**config.mk**
```make
export PLATFORM = sky130hd
export DESIGN_NAME = stage_id_buf
export DESIGN_NICKNAME = d
export VERILOG_FILES = /design/src/rtl/stage_id_buf.sv
export SDC_FILE = /design/constraint.sdc
export NUM_CORES = 1
export LEC_CHECK = 0
export ABC_AREA = 1
export CORE_MARGIN = 3
export CORE_UTILIZATION = 54
export DETAILED_ROUTE_END_ITERATION = 12
export PLACE_DENSITY = 0.92
export SETUP_SLACK_MARGIN = 0.2
export SLEW_MARGIN = 20
export SYNTH_ARGS = -nofsm -noshare
export SYNTH_HDL_FRONTEND = slang
export SYNTH_SLANG_ARGS = --single-unit
```
**constraint.sdc**
```tcl
create_clock -name clk -period 13 [get_ports clk]
set_clock_uncertainty 0.15 [all_clocks]
set_input_delay 2.6 -clock clk [delete_from_list [all_inputs] [get_ports clk]]
set_output_delay 2.6 -clock clk [all_outputs]
set_load 0.01 [all_outputs]
```
**src/rtl/stage_id_buf.sv**
```systemverilog
// stage_id_buf: buffered instruction-decode stage between IF and EX.
// Contains the rvcpu package, the decoder and gen_imm blocks, and the
// stage_id_buf top (an in-order FIFO of decoded entries).
// Optional feature macro: RVCPU_ID_BYPASS_EN (write-back bypass at push and
// write-back snooping of buffered operand data).

package rvcpu;
    localparam int Width = 32;

    typedef logic [31:0] pc_t;
    typedef logic [31:0] opcode_t;
    typedef logic [4:0]  reg_t;
    typedef logic [3:0]  op_t;

    typedef enum logic [2:0] {
        UNIT_NONE = 3'd0,
        UNIT_ALU  = 3'd1,
        UNIT_BRU  = 3'd2,
        UNIT_LSU  = 3'd3,
        UNIT_SYS  = 3'd4
    } unit_e;

    typedef enum logic [2:0] {
        FMT_NONE = 3'd0,
        FMT_I    = 3'd1,
        FMT_S    = 3'd2,
        FMT_B    = 3'd3,
        FMT_U    = 3'd4,
        FMT_J    = 3'd5
    } fmt_e;

    // ALU ops are {funct7[5], funct3}; the unused codes carry LUI/AUIPC.
    // Branch-unit ops are {0, funct3} for branches, plus JAL/JALR.
    // LSU ops are {is_store, funct3}. System ops are enumerated below.
    localparam op_t OP_LUI    = 4'b1001;
    localparam op_t OP_AUIPC  = 4'b1010;
    localparam op_t OP_JAL    = 4'b1000;
    localparam op_t OP_JALR   = 4'b1001;
    localparam op_t OP_ECALL  = 4'd0;
    localparam op_t OP_EBREAK = 4'd1;
    localparam op_t OP_WFI    = 4'd2;
    localparam op_t OP_FENCE  = 4'd3;

    typedef struct packed {
        pc_t              pc;
        reg_t             rd;
        logic             rs1_valid;
        logic             rs2_valid;
        logic             rd_valid;
        logic             vld_decode;
        unit_e            unit;
        op_t              op;
        logic             is_wfi;
        logic [Width-1:0] imm;
        logic [Width-1:0] rs1_data;
        logic [Width-1:0] rs2_data;
    } stage_id_t;
endpackage

// decoder: RV32I classification; every valid flag is forced low for an
// illegal encoding so downstream never sees a half-decoded instruction.
module decoder (
    input  rvcpu::opcode_t i_opcode,
    output logic           o_vld,
    output logic           o_rs1_valid,
    output logic           o_rs2_valid,
    output logic           o_rd_valid,
    output logic           o_is_wfi,
    output rvcpu::unit_e   o_unit,
    output rvcpu::op_t     o_op,
    output rvcpu::fmt_e    o_fmt
);
    import rvcpu::*;

    logic [2:0] w_f3;
    logic [6:0] w_f7;
    logic       w_vld;
    logic       w_rs1;
    logic       w_rs2;
    logic       w_writes;

    assign w_f3 = i_opcode[14:12];
    assign w_f7 = i_opcode[31:25];

    // Major-opcode decode with funct3/funct7 legality checks
    always_comb begin
        w_vld    = 1'b0;
        w_rs1    = 1'b0;
        w_rs2    = 1'b0;
        w_writes = 1'b0;
        o_is_wfi = 1'b0;
        o_unit   = UNIT_NONE;
        o_op     = 4'd0;
        o_fmt    = FMT_NONE;
        case (i_opcode[6:0])
            7'b0110111: begin
                w_vld = 1'b1; w_writes = 1'b1; o_unit = UNIT_ALU; o_op = OP_LUI; o_fmt = FMT_U;
            end
            7'b0010111: begin
                w_vld = 1'b1; w_writes = 1'b1; o_unit = UNIT_ALU; o_op = OP_AUIPC; o_fmt = FMT_U;
            end
            7'b1101111: begin
                w_vld = 1'b1; w_writes = 1'b1; o_unit = UNIT_BRU; o_op = OP_JAL; o_fmt = FMT_J;
            end
            7'b1100111: begin
                w_vld = (w_f3 == 3'b000); w_rs1 = 1'b1; w_writes = 1'b1;
                o_unit = UNIT_BRU; o_op = OP_JALR; o_fmt = FMT_I;
            end
            7'b1100011: begin
                w_vld = (w_f3 != 3'b010) && (w_f3 != 3'b011); w_rs1 = 1'b1; w_rs2 = 1'b1;
                o_unit = UNIT_BRU; o_op = {1'b0, w_f3}; o_fmt = FMT_B;
            end
            7'b0000011: begin
                w_vld = (w_f3 != 3'b011) && (w_f3 != 3'b110) && (w_f3 != 3'b111);
                w_rs1 = 1'b1; w_writes = 1'b1; o_unit = UNIT_LSU; o_op = {1'b0, w_f3}; o_fmt = FMT_I;
            end
            7'b0100011: begin
                w_vld = (w_f3[2] == 1'b0) && (w_f3 != 3'b011); w_rs1 = 1'b1; w_rs2 = 1'b1;
                o_unit = UNIT_LSU; o_op = {1'b1, w_f3}; o_fmt = FMT_S;
            end
            7'b0010011: begin
                w_rs1 = 1'b1; w_writes = 1'b1; o_unit = UNIT_ALU; o_fmt = FMT_I;
                o_op = {1'b0, w_f3};
                if (w_f3 == 3'b001) begin
                    w_vld = (w_f7 == 7'h00);
                end else if (w_f3 == 3'b101) begin
                    w_vld = (w_f7 == 7'h00) || (w_f7 == 7'h20);
                    o_op  = {w_f7[5], w_f3};
                end else begin
                    w_vld = 1'b1;
                end
            end
            7'b0110011: begin
                w_vld = (w_f7 == 7'h00) ||
                        ((w_f7 == 7'h20) && ((w_f3 == 3'b000) || (w_f3 == 3'b101)));
                w_rs1 = 1'b1; w_rs2 = 1'b1; w_writes = 1'b1;
                o_unit = UNIT_ALU; o_op = {w_f7[5], w_f3};
            end
            7'b0001111: begin
                w_vld = 1'b1; o_unit = UNIT_SYS; o_op = OP_FENCE;
            end
            7'b1110011: begin
                o_unit = UNIT_SYS;
                if (i_opcode == 32'h1050_0073) begin
                    w_vld = 1'b1; o_op = OP_WFI; o_is_wfi = 1'b1;
                end else if (i_opcode == 32'h0000_0073) begin
                    w_vld = 1'b1; o_op = OP_ECALL;
                end else if (i_opcode == 32'h0010_0073) begin
                    w_vld = 1'b1; o_op = OP_EBREAK;
                end
            end
            default: ;
        endcase
    end

    assign o_vld       = w_vld;
    assign o_rs1_valid = w_vld && w_rs1;
    assign o_rs2_valid = w_vld && w_rs2;
    assign o_rd_valid  = w_vld && w_writes && (i_opcode[11:7] != 5'd0);
endmodule

// gen_imm: reassembles the format's scattered immediate bits, sign-extended.
module gen_imm #(
    parameter int Width = rvcpu::Width
) (
    input  rvcpu::opcode_t   i_opcode,
    input  rvcpu::fmt_e      i_fmt,
    output logic [Width-1:0] o_imm
);
    import rvcpu::*;

    logic [31:0] w_imm32;
    logic        w_unused_major;

    // The major opcode bits never carry immediate data
    assign w_unused_major = ^i_opcode[6:0];

    // Immediate reassembly per instruction format
    always_comb begin
        w_imm32 = 32'd0;
        case (i_fmt)
            FMT_I: w_imm32 = {{20{i_opcode[31]}}, i_opcode[31:20]};
            FMT_S: w_imm32 = {{20{i_opcode[31]}}, i_opcode[31:25], i_opcode[11:7]};
            FMT_B: w_imm32 = {{19{i_opcode[31]}}, i_opcode[31], i_opcode[7],
                              i_opcode[30:25], i_opcode[11:8], 1'b0};
            FMT_U: w_imm32 = {i_opcode[31:12], 12'd0};
            FMT_J: w_imm32 = {{11{i_opcode[31]}}, i_opcode[31], i_opcode[19:12],
                              i_opcode[20], i_opcode[30:21], 1'b0};
            default: ;
        endcase
    end

    assign o_imm = Width'($signed(w_imm32));
endmodule

// stage_id_buf: decode + in-order FIFO towards EX.
// Handshake: a transfer happens on a rising edge where valid && ready are both
// high; valid never depends on ready, in_ready depends only on registered
// occupancy, and flush cancels both the push and the pop of that cycle.
module stage_id_buf #(
    parameter int Width = rvcpu::Width,
    parameter int Depth = 2
) (
    input  logic                         clk,
    input  logic                         rst,
    input  logic                         flush,
    input  logic                         in_valid,
    output logic                         in_ready,
    input  rvcpu::pc_t                   in_pc,
    input  rvcpu::opcode_t               in_opcode,
    output rvcpu::reg_t                  rs1,
    output rvcpu::reg_t                  rs2,
    input  logic [Width-1:0]             rs1_data,
    input  logic [Width-1:0]             rs2_data,
    input  logic                         wb_valid,
    input  rvcpu::reg_t                  wb_rd,
    input  logic [Width-1:0]             wb_data,
    output logic                         out_valid,
    input  logic                         out_ready,
    output rvcpu::stage_id_t             out,
    output logic [$clog2(Depth+1)-1:0]   count
);
    import rvcpu::*;

    // A single-entry buffer still gets a 1-bit pointer, held at zero
    localparam int PW = (Depth > 1) ? $clog2(Depth) : 1;
    localparam int CW = $clog2(Depth + 1);
    localparam logic [CW-1:0] FULL    = CW'(Depth);
    localparam logic [PW-1:0] PTR_ONE = (Depth > 1) ? PW'(1) : PW'(0);

    stage_id_t        r_mem [Depth];
    logic [PW-1:0]    r_wr_ptr;
    logic [PW-1:0]    r_rd_ptr;
    logic [CW-1:0]    r_count;

    logic             w_push;
    logic             w_pop;
    logic             w_vld;
    logic             w_rs1_valid;
    logic             w_rs2_valid;
    logic             w_rd_valid;
    logic             w_is_wfi;
    unit_e            w_unit;
    op_t              w_op;
    fmt_e             w_fmt;
    logic [Width-1:0] w_imm;
    logic [Width-1:0] w_op1;
    logic [Width-1:0] w_op2;
    stage_id_t        w_entry;

    assign rs1 = in_opcode[19:15];
    assign rs2 = in_opcode[24:20];

    decoder u_decoder (
        .i_opcode    (in_opcode),
        .o_vld       (w_vld),
        .o_rs1_valid (w_rs1_valid),
        .o_rs2_valid (w_rs2_valid),
        .o_rd_valid  (w_rd_valid),
        .o_is_wfi    (w_is_wfi),
        .o_unit      (w_unit),
        .o_op        (w_op),
        .o_fmt       (w_fmt)
    );

    gen_imm #(.Width(Width)) u_gen_imm (
        .i_opcode (in_opcode),
        .i_fmt    (w_fmt),
        .o_imm    (w_imm)
    );

`ifdef RVCPU_ID_BYPASS_EN
    logic        w_wb_hit;
    reg_t        r_rs1_idx [Depth];
    reg_t        r_rs2_idx [Depth];

    // x0 is hard-wired, so a write-back to it must never forward
    assign w_wb_hit = wb_valid && (wb_rd != 5'd0);
    assign w_op1    = (w_wb_hit && (wb_rd == rs1)) ? wb_data : rs1_data;
    assign w_op2    = (w_wb_hit && (wb_rd == rs2)) ? wb_data : rs2_data;

    // Source indices per slot, kept alongside the entry for snooping
    always_ff @(posedge clk) begin
        if (rst) begin
            for (int i = 0; i < Depth; i++) begin
                r_rs1_idx[i] <= '0;
                r_rs2_idx[i] <= '0;
            end
        end else if (w_push) begin
            r_rs1_idx[r_wr_ptr] <= rs1;
            r_rs2_idx[r_wr_ptr] <= rs2;
        end
    end
`else
    logic w_unused_wb;

    assign w_unused_wb = ^{wb_valid, wb_rd, wb_data};
    assign w_op1       = rs1_data;
    assign w_op2       = rs2_data;
`endif

    // Assemble the entry that a push would store this cycle
    always_comb begin
        w_entry            = '0;
        w_entry.pc         = in_pc;
        w_entry.rd         = in_opcode[11:7];
        w_entry.rs1_valid  = w_rs1_valid;
        w_entry.rs2_valid  = w_rs2_valid;
        w_entry.rd_valid   = w_rd_valid;
        w_entry.vld_decode = w_vld;
        w_entry.unit       = w_unit;
        w_entry.op         = w_op;
        w_entry.is_wfi     = w_is_wfi;
        w_entry.imm        = w_imm;
        w_entry.rs1_data   = w_op1;
        w_entry.rs2_data   = w_op2;
    end

    assign in_ready  = (r_count != FULL);
    assign out_valid = (r_count != '0);
    assign out       = r_mem[r_rd_ptr];
    assign count     = r_count;
    assign w_push    = in_valid && in_ready && !flush;
    assign w_pop     = out_valid && out_ready && !flush;

    // Pointers and occupancy; reset and flush both empty the buffer
    always_ff @(posedge clk) begin
        if (rst || flush) begin
            r_wr_ptr <= '0;
            r_rd_ptr <= '0;
            r_count  <= '0;
        end else begin
            if (w_push) r_wr_ptr <= r_wr_ptr + PTR_ONE;
            if (w_pop)  r_rd_ptr <= r_rd_ptr + PTR_ONE;
            case ({w_push, w_pop})
                2'b10:   r_count <= r_count + CW'(1);
                2'b01:   r_count <= r_count - CW'(1);
                default: ;
            endcase
        end
    end

    // Entry storage; the push slot is never occupied, so it cannot collide
    // with a snoop update of a live entry
    always_ff @(posedge clk) begin
        if (rst) begin
            for (int i = 0; i < Depth; i++) begin
                r_mem[i] <= '0;
            end
        end else begin
`ifdef RVCPU_ID_BYPASS_EN
            // Stale or empty slots may also be refreshed; their data is dead
            for (int i = 0; i < Depth; i++) begin
                if (w_wb_hit && r_mem[i].rs1_valid && (r_rs1_idx[i] == wb_rd))
                    r_mem[i].rs1_data <= wb_data;
                if (w_wb_hit && r_mem[i].rs2_valid && (r_rs2_idx[i] == wb_rd))
                    r_mem[i].rs2_data <= wb_data;
            end
`endif
            if (w_push) r_mem[r_wr_ptr] <= w_entry;
        end
    end
endmodule
```
==> flow_metrics.env, run 1 <==
export IMPL_syn_inst=1124
export IMPL_ys_seq_area_share_pct=65.3
export IMPL_ys_flop_type="edfxtp_1"
export IMPL_synth_most_common_cell="nor2_1"
export IMPL_rr_worst_depth=9
export IMPL_wl_met1_um=12200
export IMPL_async_flop_share_pct=0
export IMPL_synth_cell_types=31
export IMPL_die_h_um=164
export IMPL_met3_length_um=2560
export IMPL_synth_area_leaders="edfxtp_1 (65%), mux2_2 (12%), nor2_1 (8.8%)"
export IMPL_worst_path_stages=2
export IMPL_cp_end_kind="output pin"
export IMPL_hold_buffers=0
export IMPL_p_leak_nw=6.89
export IMPL_port_buffers=291
export IMPL_grt_max_degree=86
export IMPL_fp_dieArea_um2=26900
export IMPL_criticalPathCategory="in -> out"
export IMPL_powerDensity_nw_per_um2=123
export IMPL_ys_ff_latch=295
export IMPL_status="complete, no violations"
export IMPL_dr_wl_met2_um=17100
export IMPL_seq_area_um2=8810
export IMPL_cp_common_cell="clkdlybuf4s50_1"
export IMPL_cts_root_buffer="clkbuf_16"
export IMPL_viasPerCell=5.28
export IMPL_holdWs_ns=0.336
export IMPL_cts_tree="built"
export IMPL_drc=0
export IMPL_slew_headroom_pct=28.5
export IMPL_slew_viol_final=0
export IMPL_first_global_vias=9540
export IMPL_drt_iter0_markers=874
export IMPL_critical_path_arrival_ns=3.83
export IMPL_rows=57
export IMPL_cp_top_family="buffers and inverters"
export IMPL_fin_crit_sh_pct=50.6
export IMPL_reg2reg_slack_ns=9.05
export IMPL_crit_required_ns=10.25
export IMPL_multiInputGateArea_um2=3710
export IMPL_final_setup_viol_count=0
export IMPL_drt_total_wl_um=32800
export IMPL_gp_congestion=0.900
export IMPL_post_cts_buffers=0
export IMPL_timing_critical_path_buf_inv=2
export IMPL_max_slew_worst_pin_slew_ns=1.07
export IMPL_yosysTopAreaCell="edfxtp_1"
export IMPL_layout_drive_gt1_share_pct=16.2
export IMPL_path_cells="clkdlybuf4s50_1 > clkdlybuf4s50_1"
export IMPL_start_util_pct=55.2
export IMPL_clock_sinks=295
export IMPL_tns_ns=0
export IMPL_worstSetupEndpoint="rs2[2]"
export IMPL_top_layer_used="met4"
export IMPL_gr_usage_all_layers_pct=23.7
export IMPL_min_path_type="reg -> reg"
export IMPL_nets=1566
export IMPL_clk_latency_ns=0.53
export IMPL_synth_fp_nets=1296
export IMPL_path_clk_slew_ns=0.06
export IMPL_area_growth_pct=28.7
export IMPL_yosysTopAreaCellShare_pct=64.5
export IMPL_vias=9198
export IMPL_drtAntennaViolNets=0
export IMPL_numCtsBuffers=30
export IMPL_clock_path_buffers=3
export IMPL_fill_cells=1590
export IMPL_r2r_start="count[0]"
export IMPL_finalPower_w=0.00214
export IMPL_post_cts_resized=0
export IMPL_grt_overflow=0
export IMPL_hold_viol=0
export IMPL_dp_final_hpwl_um=20800
export IMPL_r2r_end="r_mem[0][118]"
export IMPL_grt_pass1_wl_um=50100
export IMPL_htree_levels=1
export IMPL_pin_count=330
export IMPL_critical_path_max_stage_delay_ns=0.63
export IMPL_synth_commonest_cells="nor2_1 (315), edfxtp_1 (290), mux2_2 (145), inv_1 (140), nand2_1 (63)"
export IMPL_syn_avg_cell_area_um2=12.0
export IMPL_grt_antenna_before_repair=0
export IMPL_cp_slowest_cell="clkdlybuf4s50_1"
export IMPL_critPathLaunch="in_opcode[22]"
export IMPL_cp_max_fo=6
export IMPL_drv_cap=0
export IMPL_dr_pass1_iters=5
export IMPL_ir_worst_vdd_mv=0.0829
export IMPL_synth_warnings=0
export IMPL_period_needed_ns=6.58
export IMPL_core_area_um2=24500
export IMPL_fmax_mhz=152
export IMPL_antenna_cells=0
export IMPL_synth_edf_count=290
export IMPL_grt_setup_unrepaired="false"
export IMPL_netlist_area_um2=13500
export IMPL_utilization_pct=71.0
export IMPL_routedWlPerCell_um=18.8
export IMPL_die_w_um=164
export IMPL_start_kind="primary input"
worst reg2reg max path: stages (launching register included):
cell and delay (ns):
dfxtp_1 0.40, inv_2 0.08, nand2_1 0.10, nand2_1 0.09, nor2_1 0.10, inv_1 0.06, nor2_1 0.17, nand2_4 0.42
nand2_4 0.92, buf_4 1.00
stage by stage:
stage          worst slack [ns]  cell area (µm²)  std cells
2_1_floorplan              5.89            13500       1124
4_1_cts                    6.41            17300       1740
3_3_place_gp               6.44            16400       1685
5_1_grt                    6.37            17400       1741
3_5_place_dp               6.42            16400       1685
6_report                   6.42            17400       1741
cells in the final DEF (no fill, tap or decap), types with 2 or more instances in the layout:
master / Yosys / final
nand4_1: 4 / 4
buf_4: 11 / 5
clkdlybuf4s50_1: 0 / 291
nand2_1: 63 / 60
clkinv_1: 0 / 8
o22ai_1: 2 / 2
clkinv_2: 0 / 6
a21oi_1: 28 / 28
clkbuf_1: 10 / 7
o21ai_0: 11 / 11
nor2_2: 5 / 5
dfxtp_1: 5 / 4
nand2_4: 2 / 5
edfxtp_1: 290 / 290
mux2_2: 145 / 145
a22oi_2: 4 / 4
inv_2: 8 / 7
nor3_1: 4 / 4
nand2_2: 9 / 9
a22oi_1: 8 / 8
inv_1: 140 / 140
nor2_1: 315 / 315
clkbuf_16: 0 / 31
nor2_4: 3 / 3
nand3_1: 11 / 11
layout make-up:
class / count / area share (%)
flip-flops and latches: 295 / 50.7
multi-input cells: 622 / 21.3
repair buffers: 297 / 17.1
clock buffers: 38 / 4.62
inverters: 148 / 3.21
well taps: 324 / 2.33
clock inverters: 17 / 0.612
sequential cells by signal, summed over array words and instances, names as in the netlist, named ones only:
name and count:
r_wr_ptr 1, count 2, r_rd_ptr 1, r_mem 290
worst min path at each step:
stage                   from  depth (start not counted)        to  slack, ns
finish              r_rd_ptr                          2  r_rd_ptr       0.34
global route        r_rd_ptr                          2  r_rd_ptr       0.37
CTS                 r_rd_ptr                          2  r_rd_ptr       0.33
detailed placement  r_rd_ptr                          2  register       0.32
global placement    r_rd_ptr                          2  register       0.30
floorplan           r_rd_ptr                          2  register       0.30
cells by family after synthesis:
family / count (synthesis) / share of synthesized area, %
simple gates: 421 / 12.6
flops: 295 / 65.3
compound gates: 55 / 2.47
mux: 145 / 12.1
buf+inv: 207 / 7.43
fa+ha+maj: 1 / 0.0927
report_power, final:
part / switching [W] / leakage, nW / internal, W
Sequential: 0.0000134 / 3.05 / 0.00109
Combinational: 0.000113 / 3.40 / 0.000122
Clock: 0.000345 / 0.445 / 0.000453
metal layers:
layer,GRT usage [%],vias to the layer above
met3,5.32,78
met4,7.23,0
li1,-,4294
met2,42.6,380
met1,28.6,4446
met5,0,-
Note: power is estimated with default switching activity, not from simulation.
==> run 2: changes to the inputs <==
--- a/config.mk
+++ b/config.mk
@@ -7,9 +7,9 @@
 export LEC_CHECK = 0
 export ABC_AREA = 1
 export CORE_MARGIN = 3
-export CORE_UTILIZATION = 54
+export CORE_UTILIZATION = 50
 export DETAILED_ROUTE_END_ITERATION = 12
-export PLACE_DENSITY = 0.92
+export PLACE_DENSITY = 0.87
 export SETUP_SLACK_MARGIN = 0.2
 export SLEW_MARGIN = 20
 export SYNTH_ARGS = -nofsm -noshare
==> constraint.sdc (replaced) <==
create_clock -name clk -period 6.7 [get_ports clk]
set_clock_uncertainty 0.15 [all_clocks]
set_input_delay 1.34 -clock clk [delete_from_list [all_inputs] [get_ports clk]]
set_output_delay 1.34 -clock clk [all_outputs]
set_load 0.01 [all_outputs]
==> run 2 against run 1 <==
Core utilization down 4.7 points. Critical path type is now reg -> out. Routed wire length is 3.2% lower. First-iteration DRC count down 2.4%. Die area rose by 7.7%. Sequential cell count did not move. Via count is essentially flat. Non-clock buffer count is 1 higher. Global-route usage is 2.8 points lower. Final area rose by 0.25%. Power rose by 95%. Register-to-register slack got worse by 5.6 ns.
==> flow_metrics.env, run 2 (synthesized netlist as in run 1, its figures left out) <==
export IMPL_status="complete, no violations"
export IMPL_area_growth_pct=29.0
export IMPL_drc=0
export IMPL_powerDensity_nw_per_um2=239
export IMPL_vias=9194
export IMPL_max_slew_worst_pin_slew_ns=1.06
export IMPL_grt_overflow=0
export IMPL_clock_sinks=295
export IMPL_regMostFlops="r_mem"
export IMPL_cp_top_family="buffers and inverters"
export IMPL_layout_commonest_cell="nor2_1"
export IMPL_drt_total_wl_um=31700
export IMPL_cts_tree="built"
export IMPL_drt_iter0_markers=853
export IMPL_hold_buffers=0
export IMPL_grt_pass1_wl_um=48500
export IMPL_cp_end_kind="output pin"
export IMPL_post_cts_resized=0
export IMPL_routedWlPerCell_um=18.1
export IMPL_path_clk_slew_ns=0.06
export IMPL_hold_path_depth=2
export IMPL_slew_viol_final=0
export IMPL_first_global_vias=9425
export IMPL_timing_critical_path_buf_inv=2
export IMPL_p_leak_nw=6.91
export IMPL_post_cts_buffers=0
export IMPL_critical_path_max_stage_delay_ns=1.01
export IMPL_tns_ns=0
export IMPL_antenna_cells=0
export IMPL_cp_slowest_cell="dfxtp_4"
export IMPL_dr_pass1_iters=6
export IMPL_dp_cells=1698
export IMPL_min_path_type="reg -> reg"
export IMPL_ir_worst_vdd_mv=0.178
export IMPL_period_needed_ns=4.48
export IMPL_cp_max_fo=75
export IMPL_cts_root_buffer="clkbuf_16"
export IMPL_start_util_pct=51.4
export IMPL_final_cells=1752
export IMPL_crit_required_ns=5.21
export IMPL_fmax_mhz=223
export IMPL_drv_cap=0
export IMPL_port_buffers=291
export IMPL_pin_count=330
export IMPL_final_setup_viol_count=0
export IMPL_fin_crit_sh_pct=66.8
export IMPL_critical_path_arrival_ns=2.99
export IMPL_hp_start="r_rd_ptr"
export IMPL_path_cells="buf_12 > mux2_2 > clkdlybuf4s50_1"
export IMPL_design_area_um2=17400
export IMPL_start_kind="register"
export IMPL_hold_viol=0
export IMPL_slew_headroom_pct=29.3
export IMPL_drtAntennaViolNets=0
export IMPL_placed_area_um2=16500
export IMPL_dp_final_hpwl_um=20300
export IMPL_layout_common_cells="nor2_1 (315), clkdlybuf4s50_1 (291), edfxtp_1 (290)"
export IMPL_holdWs_ns=0.323
export IMPL_die_w_um=170
export IMPL_layout_drive_gt1_share_pct=16.2
export IMPL_die_h_um=170
export IMPL_nets=1568
export IMPL_grt_setup_unrepaired="false"
export IMPL_rows=59
export IMPL_clock_path_buffers=3
export IMPL_r2r_end="r_mem[0][44]"
export IMPL_reg2reg_slack_ns=3.50
export IMPL_largest_register_ffs=290
export IMPL_viasPerCell=5.25
export IMPL_grt_antenna_before_repair=0
export IMPL_gr_usage_all_layers_pct=20.9
export IMPL_worst_path_stages=3
export IMPL_numCtsBuffers=31
export IMPL_rr_worst_depth=9
export IMPL_grt_max_degree=77
export IMPL_gp_congestion=0.867
export IMPL_htree_levels=1
export IMPL_criticalPathCategory="reg -> out"
export IMPL_fp_dieArea_um2=29000
export IMPL_clk_latency_ns=0.53
export IMPL_utilization_pct=66.3
export IMPL_core_area_um2=26300
export IMPL_r2r_start="count[0]"
run 2: cell types whose count changed in the layout (fill, tap and decap cells not counted):
| cell | change |
|---|---|
| bufinv_16 | +1 |
| clkinv_2 | -1 |
| clkinvlp_4 | -1 |
| buf_16 | -1 |
| clkinv_1 | +3 |
| buf_12 | +2 |
| clkbuf_1 | -3 |
run 2: worst max-delay path by stage:
stage | start | endpoint | slack, ns
floorplan | flush | r_mem[1][0] | 0.85
global placement | in_valid | r_mem[0][40] | 2.20
detailed placement | in_valid | r_mem[0][29] | 2.22
CTS | register | out[102] | 2.09
global route | register | out[102] | 2.03
finish | register | out[102] | 2.22
run 2: stage by stage:
step / power [W] / setup slack [ns]
after global routing: 0.00431 / 2.03
final: 0.00417 / 2.22
after detailed placement: 0.00264 / 2.22
after CTS: 0.00420 / 2.09
after floorplan: 0.00238 / 0.845
after global placement: 0.00262 / 2.20
run 2: layer usage:
metal | GRT usage, % | vias up | part of all wire [%]
met4 | 7.16 | 0 | 3.7
met2 | 37.6 | 369 | 51
met3 | 5.04 | 78 | 8.2
li1 | - | 4294 | -
met1 | 24.6 | 4453 | 37
met5 | 0 | - | 0
run 2: worst register-to-register path: stages (launching register included):
cell and delay, ns:
dfxtp_1 0.37, inv_2 0.06, nand2_1 0.10, nand2_1 0.13, nor2_1 0.11, inv_1 0.06, nor2_1 0.16, nand2_4 0.44
nand2_4 0.69, buf_4 0.54
run 2: final cells by class:
type / count / area, µm²
tap: 335 / 419
multi-input combinational: 622 / 3710
clock inverter: 19 / 135
fill: 1897 / 8870
sequential: 295 / 8810
clock buffer: 35 / 791
inverter: 148 / 558
timing repair buffer: 298 / 2990
run 2: power by group:
group          total, W  switching (W)  internal [W]
Sequential      0.00214      0.0000247       0.00212
Clock           0.00157       0.000659      0.000912
Combinational  0.000453       0.000216      0.000237
==> run 3: changes to the inputs <==
--- a/config.mk
+++ b/config.mk
@@ -7,9 +7,9 @@
 export LEC_CHECK = 0
 export ABC_AREA = 1
 export CORE_MARGIN = 3
-export CORE_UTILIZATION = 50
+export CORE_UTILIZATION = 45
 export DETAILED_ROUTE_END_ITERATION = 12
-export PLACE_DENSITY = 0.87
+export PLACE_DENSITY = 0.83
 export SETUP_SLACK_MARGIN = 0.2
 export SLEW_MARGIN = 20
 export SYNTH_ARGS = -nofsm -noshare
==> constraint.sdc (replaced) <==
create_clock -name clk -period 3.9 [get_ports clk]
set_clock_uncertainty 0.15 [all_clocks]
set_input_delay 0.78 -clock clk [delete_from_list [all_inputs] [get_ports clk]]
set_output_delay 0.78 -clock clk [all_outputs]
set_load 0.01 [all_outputs]
==> run 3 against run 2 <==
Combinational power up 77%. Via count is 0.80% lower. Sequential power is 72% higher.
==> flow_metrics.env, run 3 (synthesized netlist as in run 1, its figures left out) <==
export IMPL_status="complete, no violations"
export IMPL_post_cts_buffers=0
export IMPL_clock_sinks=295
export IMPL_dp_cells=1758
export IMPL_critical_path_max_stage_delay_ns=0.74
export IMPL_p_int_w=0.00580
export IMPL_viasPerCell=5.01
export IMPL_layout_commonest_cell="nor2_1"
export IMPL_pwr_share_seq_pct=49.5
export IMPL_layout_drive_gt1_share_pct=17.3
export IMPL_start_kind="register"
export IMPL_rows=62
export IMPL_clock_path_buffers=3
export IMPL_finalPower_w=0.00744
export IMPL_power_share_switching_pct=22.1
export IMPL_grt_pass1_wl_um=49500
export IMPL_dr_pass1_iters=8
export IMPL_nets=1582
export IMPL_pwr_share_clk_pct=39.8
export IMPL_layout_common_cells="nor2_1 (315), clkdlybuf4s50_1 (291), edfxtp_1 (290)"
export IMPL_start_util_pct=46.3
export IMPL_final_cells=1821
export IMPL_cp_slowest_cell="dfxtp_4"
export IMPL_p_leak_nw=7.05
export IMPL_vias=9120
export IMPL_grt_antenna_before_repair=1
export IMPL_multiInputGateArea_um2=3730
export IMPL_tns_ns=0
export IMPL_htree_levels=2
export IMPL_fmax_mhz=294
export IMPL_fp_dieArea_um2=32100
export IMPL_regMostFlops="r_mem"
export IMPL_gp_congestion=0.849
export IMPL_fill_cells=2249
export IMPL_area_growth_pct=31.9
export IMPL_drtAntennaViolNets=0
export IMPL_pin_count=330
export IMPL_post_cts_resized=0
export IMPL_holdWs_ns=0.326
export IMPL_ir_worst_vdd_mv=0.320
export IMPL_max_slew_worst_pin_slew_ns=0.745
export IMPL_period_needed_ns=3.40
export IMPL_design_area_um2=17800
export IMPL_powerDensity_nw_per_um2=418
export IMPL_drv_cap=0
export IMPL_power_switching_w=0.00164
export IMPL_core_area_um2=29200
export IMPL_drt_total_wl_um=33000
export IMPL_clk_latency_ns=0.50
export IMPL_placed_area_um2=16700
export IMPL_drt_iter0_markers=630
export IMPL_hold_viol=0
export IMPL_min_path_type="reg -> reg"
export IMPL_criticalPathCategory="reg -> out"
export IMPL_die_w_um=179
export IMPL_hold_buffers=0
export IMPL_cp_end_kind="output pin"
export IMPL_grt_overflow=0
export IMPL_grt_setup_unrepaired="false"
export IMPL_dp_final_hpwl_um=21900
export IMPL_path_clk_slew_ns=0.05
export IMPL_cp_max_fo=36
export IMPL_seq_area_um2=8810
export IMPL_hp_start="r_rd_ptr"
export IMPL_critical_path_arrival_ns=2.47
export IMPL_port_buffers=291
export IMPL_r2r_start="count[0]"
export IMPL_drc=0
export IMPL_fin_crit_sh_pct=87.2
export IMPL_gr_usage_all_layers_pct=19.8
export IMPL_grt_max_degree=141
export IMPL_cts_root_buffer="clkbuf_16"
export IMPL_timing_critical_path_buf_inv=2
export IMPL_first_global_vias=9417
export IMPL_largest_register_ffs=290
export IMPL_combPwrFrac_pct=10.8
export IMPL_slew_headroom_pct=50.3
export IMPL_final_setup_viol_count=0
export IMPL_routedWlPerCell_um=18.1
export IMPL_slew_viol_final=0
export IMPL_numCtsBuffers=34
export IMPL_path_cells="buf_4 > mux2_2 > clkdlybuf4s50_1"
export IMPL_crit_required_ns=2.97
export IMPL_cts_tree="built"
export IMPL_cp_top_family="buffers and inverters"
export IMPL_die_h_um=179
[run 3: cell types whose count changed in the layout (fill, tap and decap cells not counted), sizes merged]
cell	delta
buf	+11
clkbuf	+12
clkinvlp	+2
inv	+1
bufinv	-2
clkinv	-5
diode	+1
[run 3: worst reg2reg max path, delay by kind of cell (launching register included)]
| family | cells | cell delay (ns) |
|---|---|---|
| and+or+nand+nor | 5 | 0.55 |
| buffers and inverters | 4 | 1.13 |
| DFF | 1 | 0.33 |
[run 3: path summary, 6_finish.rpt]
check | depth (start not counted) | to | slack [ns]
max reg2reg | 9 | r_mem[1][14] | 1.46
min | 2 | register | 0.33
max | 3 | out[60] | 0.50
min reg2reg | 2 | register | 0.33
[run 3: cell type report]
type	instances	area share, %
sequential	295	49.5
multi-input combinational	622	20.9
timing repair buffer	309	17.8
clock buffer	47	5.41
inverter	148	3.14
tap	384	2.70
clock inverter	15	0.457
antenna	1	0.0141
[run 3: routing by layer]
| layer | track usage, % | up-vias | wire length, µm |
|---|---|---|---|
| li1 | - | 4323 | - |
| met1 | 23.2 | 4408 | 12400 |
| met2 | 35.7 | 330 | 17100 |
| met3 | 5.02 | 59 | 2710 |
| met4 | 6.06 | 0 | 780 |
| met5 | 0 | - | 0 |
[run 3: power groups by stage]
stage	clock network [W]	registers (W)	logic [W]
finish	0.00296	0.00368	0.000800
global route	0.00315	0.00369	0.000860
CTS	0.00302	0.00368	0.000811
detailed placement	0	0.00375	0.000804
global placement	0	0.00373	0.000797
floorplan	0	0.00373	0.000345
[run 3: per-stage QoR]
| stage | util (%) | setup WS [ns] |
|---|---|---|
| 2_1_floorplan | - | 0.809 |
| 3_3_place_gp | 57.4 | 0.707 |
| 3_5_place_dp | 57.4 | 0.700 |
| 4_1_cts | 61.0 | 0.436 |
| 5_1_grt | 61.0 | 0.386 |
| 6_report | 61.0 | 0.498 |
